--- src/rtl/reg_bus_move_sequencer_pkg.sv ---
// Shared definitions for the register bus move sequencer: default sizes,
// the move FSM state encoding and a small index range helper.
package reg_bus_move_sequencer_pkg;

    // Default data bus width and number of bus-attached registers
    localparam int DefNrOfBits    = 8;
    localparam int DefNrOfRegs    = 4;
    localparam int DefRegSelBits  = 2;

    // Move sequence phases; the numeric encoding is shared with the rest of the CPU
    typedef enum logic [1:0] {
        IDLE    = 2'd0,
        DRIVE   = 2'd1,
        LOAD    = 2'd2,
        RELEASE = 2'd3
    } moveState_e;

    // True when a register index addresses a register that actually exists
    function automatic logic indexInRange(input int unsigned idx, input int unsigned count);
        return idx < count;
    endfunction

endpackage

--- src/rtl/reg_bus_move_sequencer_reg_index_decoder.sv ---
// Parameterised register index to one-hot decoder. The active-low variant
// produces chip-select style vectors (selected bit 0, others 1), the
// active-high variant produces clock-enable style vectors. Indices that do
// not address an existing register select nothing.
module reg_index_decoder #(
    parameter int NrOfRegs   = 4,
    parameter int RegSelBits = 2,
    parameter bit ActiveLow  = 1'b0
) (
    input  logic [RegSelBits-1:0] index_i,
    input  logic                  enable_i,
    output logic [NrOfRegs-1:0]   sel_o
);

    // Compare the index against every register position and apply polarity
    always_comb begin
        sel_o = '0;
        for (int unsigned i = 0; i < NrOfRegs; i++) begin
            if (enable_i && (32'(index_i) == i)) begin
                sel_o[i] = ~ActiveLow;
            end else begin
                sel_o[i] = ActiveLow;
            end
        end
    end

endmodule

--- src/rtl/reg_bus_move_sequencer.sv ---
// Register-to-register move sequencer for the shared tristate data bus.
// Each accepted request enables one source register onto the bus, loads the
// destination register from the bus and then releases the bus again. All
// outputs are registered so the downstream register array sees clean
// chip-selects and clock-enables with no path from the request inputs.
module reg_bus_move_sequencer
    import reg_bus_move_sequencer_pkg::*;
#(
    parameter int NrOfBits   = DefNrOfBits,
    parameter int NrOfRegs   = DefNrOfRegs,
    parameter int RegSelBits = DefRegSelBits
) (
    input  logic                  clk_i,
    input  logic                  rst_ni,
    input  logic                  tick_i,
    input  logic                  req_i,
    input  logic [RegSelBits-1:0] src_i,
    input  logic [RegSelBits-1:0] dst_i,
    input  logic [NrOfBits-1:0]   bus_in_i,
    output logic [NrOfRegs-1:0]   reg_cs_o,
    output logic [NrOfRegs-1:0]   reg_ce_o,
    output logic                  busy_o,
    output logic                  done_o,
    output logic                  err_o,
    output logic [NrOfBits-1:0]   last_value_o
);

    moveState_e            state_q;
    logic [RegSelBits-1:0] src_q;
    logic [RegSelBits-1:0] dst_q;
    logic [NrOfRegs-1:0]   reg_cs_q;
    logic [NrOfRegs-1:0]   reg_ce_q;
    logic                  busy_q;
    logic                  done_q;
    logic                  err_q;
    logic [NrOfBits-1:0]   last_value_q;

    logic                  reqValid;
    logic [RegSelBits-1:0] csIndex;
    logic [NrOfRegs-1:0]   reg_cs_d;
    logic [NrOfRegs-1:0]   reg_ce_d;

    // A request is only legal when both indices address existing registers
    always_comb begin
        reqValid = indexInRange(32'(src_i), NrOfRegs) && indexInRange(32'(dst_i), NrOfRegs);
    end

    // In IDLE the chip-select is decoded from the incoming source so the
    // DRIVE pattern is ready on the same edge that latches the indices
    always_comb begin
        csIndex = (state_q == IDLE) ? src_i : src_q;
    end

    reg_index_decoder #(
        .NrOfRegs   (NrOfRegs),
        .RegSelBits (RegSelBits),
        .ActiveLow  (1'b1)
    ) u_csDecoder (
        .index_i  (csIndex),
        .enable_i (1'b1),
        .sel_o    (reg_cs_d)
    );

    reg_index_decoder #(
        .NrOfRegs   (NrOfRegs),
        .RegSelBits (RegSelBits),
        .ActiveLow  (1'b0)
    ) u_ceDecoder (
        .index_i  (dst_q),
        .enable_i (1'b1),
        .sel_o    (reg_ce_d)
    );

    // Move FSM with registered bus controls; only Tick-qualified edges advance it
    always_ff @(posedge clk_i or negedge rst_ni) begin
        if (!rst_ni) begin
            state_q      <= IDLE;
            src_q        <= '0;
            dst_q        <= '0;
            reg_cs_q     <= '1;
            reg_ce_q     <= '0;
            busy_q       <= 1'b0;
            done_q       <= 1'b0;
            err_q        <= 1'b0;
            last_value_q <= '0;
        end else if (tick_i) begin
            done_q <= 1'b0;
            err_q  <= 1'b0;
            case (state_q)
                IDLE: begin
                    if (req_i) begin
                        if (reqValid) begin
                            src_q    <= src_i;
                            dst_q    <= dst_i;
                            reg_cs_q <= reg_cs_d;
                            busy_q   <= 1'b1;
                            state_q  <= DRIVE;
                        end else begin
                            err_q <= 1'b1;
                        end
                    end
                end
                DRIVE: begin
                    reg_ce_q <= reg_ce_d;
                    state_q  <= LOAD;
                end
                LOAD: begin
                    last_value_q <= bus_in_i;
                    reg_cs_q     <= '1;
                    reg_ce_q     <= '0;
                    done_q       <= 1'b1;
                    state_q      <= RELEASE;
                end
                RELEASE: begin
                    busy_q  <= 1'b0;
                    state_q <= IDLE;
                end
                default: begin
                    reg_cs_q <= '1;
                    reg_ce_q <= '0;
                    busy_q   <= 1'b0;
                    state_q  <= IDLE;
                end
            endcase
        end
    end

    assign reg_cs_o     = reg_cs_q;
    assign reg_ce_o     = reg_ce_q;
    assign busy_o       = busy_q;
    assign done_o       = done_q;
    assign err_o        = err_q;
    assign last_value_o = last_value_q;

endmodule

--- config.mk ---
export PLATFORM = sky130hd
export DESIGN_NAME = reg_bus_move_sequencer
export DESIGN_NICKNAME = d
export VERILOG_FILES = /design/src/rtl/reg_bus_move_sequencer_pkg.sv /design/src/rtl/reg_bus_move_sequencer_reg_index_decoder.sv /design/src/rtl/reg_bus_move_sequencer.sv
export SDC_FILE = /design/constraint.sdc
export NUM_CORES = 1
export LEC_CHECK = 0
export CORE_MARGIN = 5
export CORE_UTILIZATION = 39
export CTS_CLUSTER_SIZE = 28
export DETAILED_ROUTE_END_ITERATION = 10
export PLACE_DENSITY = 0.73
export SLEW_MARGIN = 10
export SYNTH_ARGS = -nofsm -noshare
export SYNTH_HDL_FRONTEND = slang
export SYNTH_SLANG_ARGS = --single-unit
export TNS_END_PERCENT = 100
--- constraint.sdc ---
create_clock -name clk_i -period 1.2 [get_ports clk_i]
set_input_delay 0.24 -clock clk_i [delete_from_list [all_inputs] [get_ports clk_i]]
set_output_delay 0.24 -clock clk_i [all_outputs]
set_load 0.02 [all_outputs]
==> results_dict.tcl <==
set metrics [dict create \
    final_max_slew_viol_count 0 \
    grt_pass1_vias 916 \
    antenna_left 0 \
    final-hold-violation-count 0 \
    worst_pin_slew_ps 524 \
    drive_above_1_share_pct 56.2 \
    worstSkewPairLatency_ps 310 \
    syn-instance-count 77 \
    avgViaCountPerCell 5.01 \
    whs_ps 252 \
    cellLeakagePower_nw 0.742 \
    num_vias 802 \
    num_io_pins 35 \
    cp_max_fo 6 \
    violations "setup timing" \
    cts_buffer_depth 2 \
    port_buffers 33 \
    dieArea_sq_mm 0.00376 \
    rows 18 \
    clk_pin_slew_ps 120 \
    arrival_ps 1560 \
    ys_types 27 \
    wl_per_cell_microns 15.3 \
    synthXorXnorAreaFrac_pct 0 \
    syn-num-nets 96 \
    drc 0 \
    power_density_mw_per_mm2 2680 \
    endpoint_kind "flip-flop" \
    yosys.area_share.simple_pct 8.27 \
    finalSetupViolations 24 \
    timing.final.ws_setup_ps -105 \
    multi_input_area_sq_um 514 \
    path_class "reg2reg" \
    slew_headroom_pct 65.0 \
    grt_setup_unrepaired "yes" \
    die_y_microns 61.4 \
    grt_pass1_wl_microns 3920 \
    cts_made_buffers 3 \
    crit_required_ps 1450 \
    power_mw 4.33 \
    fin_crit_ps 1310 \
    grt_overflow_total 0 \
    synth_compound_area_share_pct 11.1 \
    cts_tree "done" \
    synth.area.mux_share_pct 15.5 \
    synthAdderAreaFrac_pct 3.65 \
    gp_congestion 0.731 \
    worst_setup_path_start_kind "flip-flop" \
    vdd_ir_drop_max_mv 1.61 \
    core_area_sq_mm 0.00250 \
    yosysWarnings 0 \
    dieWidth_microns 61.4 \
    grt_antenna_before_repair 0 \
    n_antenna_cell 0 \
    syn_area_sq_mm 0.00103 \
    drv_cap 0 \
    outcome "finished, violations left" \
    track_usage_pct 14.2 \
    period_share_pct 109 \
    synth.avg_cell_area_sq_um 13.4 \
    regArea_sq_um 581 \
    hold_path_class "in2async" \
    first_iter_violations 11 \
    grt_start_max_net_pins 24 \
    drt_first_pass_iters 3 \
    fillers 199 \
    cts_max_level 1 \
    synth_seq_area_share_pct 56.4 \
    utilization_pct 64.8 \
    finClkSkew_ps 1.51 \
    place_hpwl_microns 1680 \
    fmax_mhz 766 \
    synth_top_family_by_area "multiplexers" \
    ys_ff_latch 23 \
    area_growth_syn_to_layout_pct 57.4 \
    wirelength_microns 2440 \
    start_util_pct 41.1 \
    cts_root_buffer "clkbuf_4" \
    clkSinkCount 23 \
    layout.nets 150 \
]
==> per-layer routing <==
layer,share of wire [%],GRT usage [%],vias up
li1,-,-,380
met1,41,16.8,393
met2,52,24.8,27
met3,6.6,3.98,2
met4,0.94,4.55,0
met5,0,0,-
==> where the power goes <==
group	switching [mW]	leakage (nW)	internal, mW
Sequential	0.225	0.274	1.18
Combinational	1.21	0.453	1.36
Clock	0.231	0.0150	0.130
==> worst paths after layout <==
check	start	endpoint	slack (ps)	depth (start not counted)
worst max-delay path	state_q[0]	reg_cs_o[1]	-110	4
worst min-delay path	rst_ni	last_value_o[6]	250	2
worst max register to register	state_q[0]	reg_cs_o[1]	-110	4
worst min register to register	reg_ce_o[2]	reg_ce_o[2]	510	1
max in group asynchronous	rst_ni	reg_cs_o[3]	730	2
min in group clk_i	reg_ce_o[2]	reg_ce_o[2]	510	1
==> worst max-delay path: stages, from the launching register on <==
cell and delay (ps):
dfrtp_1 410, inv_2 110, ha_4 200, mux2_4 320
o22a_1 200
==> layout by cell type (no fill, tap or decap), drive strengths merged <==
cell	Yosys	routed
nand4	1	1
ha	3	3
clkbuf	0	4
conb	1	1
nand2b	1	1
nor3b	1	1
mux2i	2	2
o22ai	1	1
clkdlybuf4s50	0	14
inv	6	6
nand2	4	4
nand3	1	1
o21ai	1	1
dfrtp	19	19
nor2b	2	2
o22a	2	2
a2bb2oi	2	2
dlygate4sd2	0	1
buf	3	37
nor3	1	1
a31o	1	1
a22o	5	5
and4b	1	1
a21oi	3	3
mux2	12	12
dfstp	4	4
==> through the flow <==
stage               area, sq um  cells  worst slack, ps  setup TNS (ps)
detailed placement         1460    147             -338           -6550
finish                     1620    160             -105           -1280
CTS                        1550    157            -92.1           -1350
global placement           1460    147             -309           -6010
global route               1620    160             -128           -2280
floorplan                  1030     77            -96.8            -824
==> layout make-up <==
type | instances | area share, %
sequential | 23 | 35.9
multi-input combinational | 45 | 31.8
timing repair buffer | 52 | 27.0
tap | 30 | 2.32
clock buffer | 4 | 1.62
inverter | 6 | 1.39
==> logic make-up (layout without fill, tap and decap cells) <==
family	Yosys count	count (layout)
other cells	1	1
mux	14	14
buf+inv	9	62
fa+ha+maj	3	3
compound gates	15	15
simple gates	12	12
flops	23	23
==> synth_stat cells (all sizes together) <==
| cell type | count | area, sq um |
|---|---|---|
| nor3 | 1 | 5.00 |
| a2bb2oi | 2 | 17.5 |
| mux2i | 2 | 20.0 |
| inv | 6 | 22.5 |
| a31o | 1 | 8.76 |
| buf | 3 | 26.3 |
| and4b | 1 | 10.0 |
| dfrtp | 19 | 475 |
| nor2b | 2 | 15.0 |
| a21oi | 3 | 15.0 |
| nor3b | 1 | 12.5 |
| a22o | 5 | 43.8 |
| ha | 3 | 37.5 |
| nand3 | 1 | 10.0 |
| nand2 | 4 | 20.0 |
| o22ai | 1 | 6.26 |
| conb | 1 | 3.75 |
| o22a | 2 | 17.5 |
| dfstp | 4 | 105 |
| o21ai | 1 | 5.00 |
| nand4 | 1 | 6.26 |
| nand2b | 1 | 6.26 |
| mux2 | 12 | 139 |
==> sequential cells by signal, indices dropped and copies added, names as in the netlist <==
| register | count |
|---|---|
| reg_ce_o | 4 |
| busy_o | 1 |
| last_value_o | 8 |
| src_q | 1 |
| dst_q | 2 |
| done_o | 1 |
| reg_cs_o | 4 |
| state_q | 2 |
==> timing repair <==
item	CTS	global route
endpoints found under the setup margin	39	26
pin swaps	8	4
hold buffers	0	0
resized for setup	100	9
buffers inserted	6	3
Note: power is estimated with default switching activity, not from simulation.
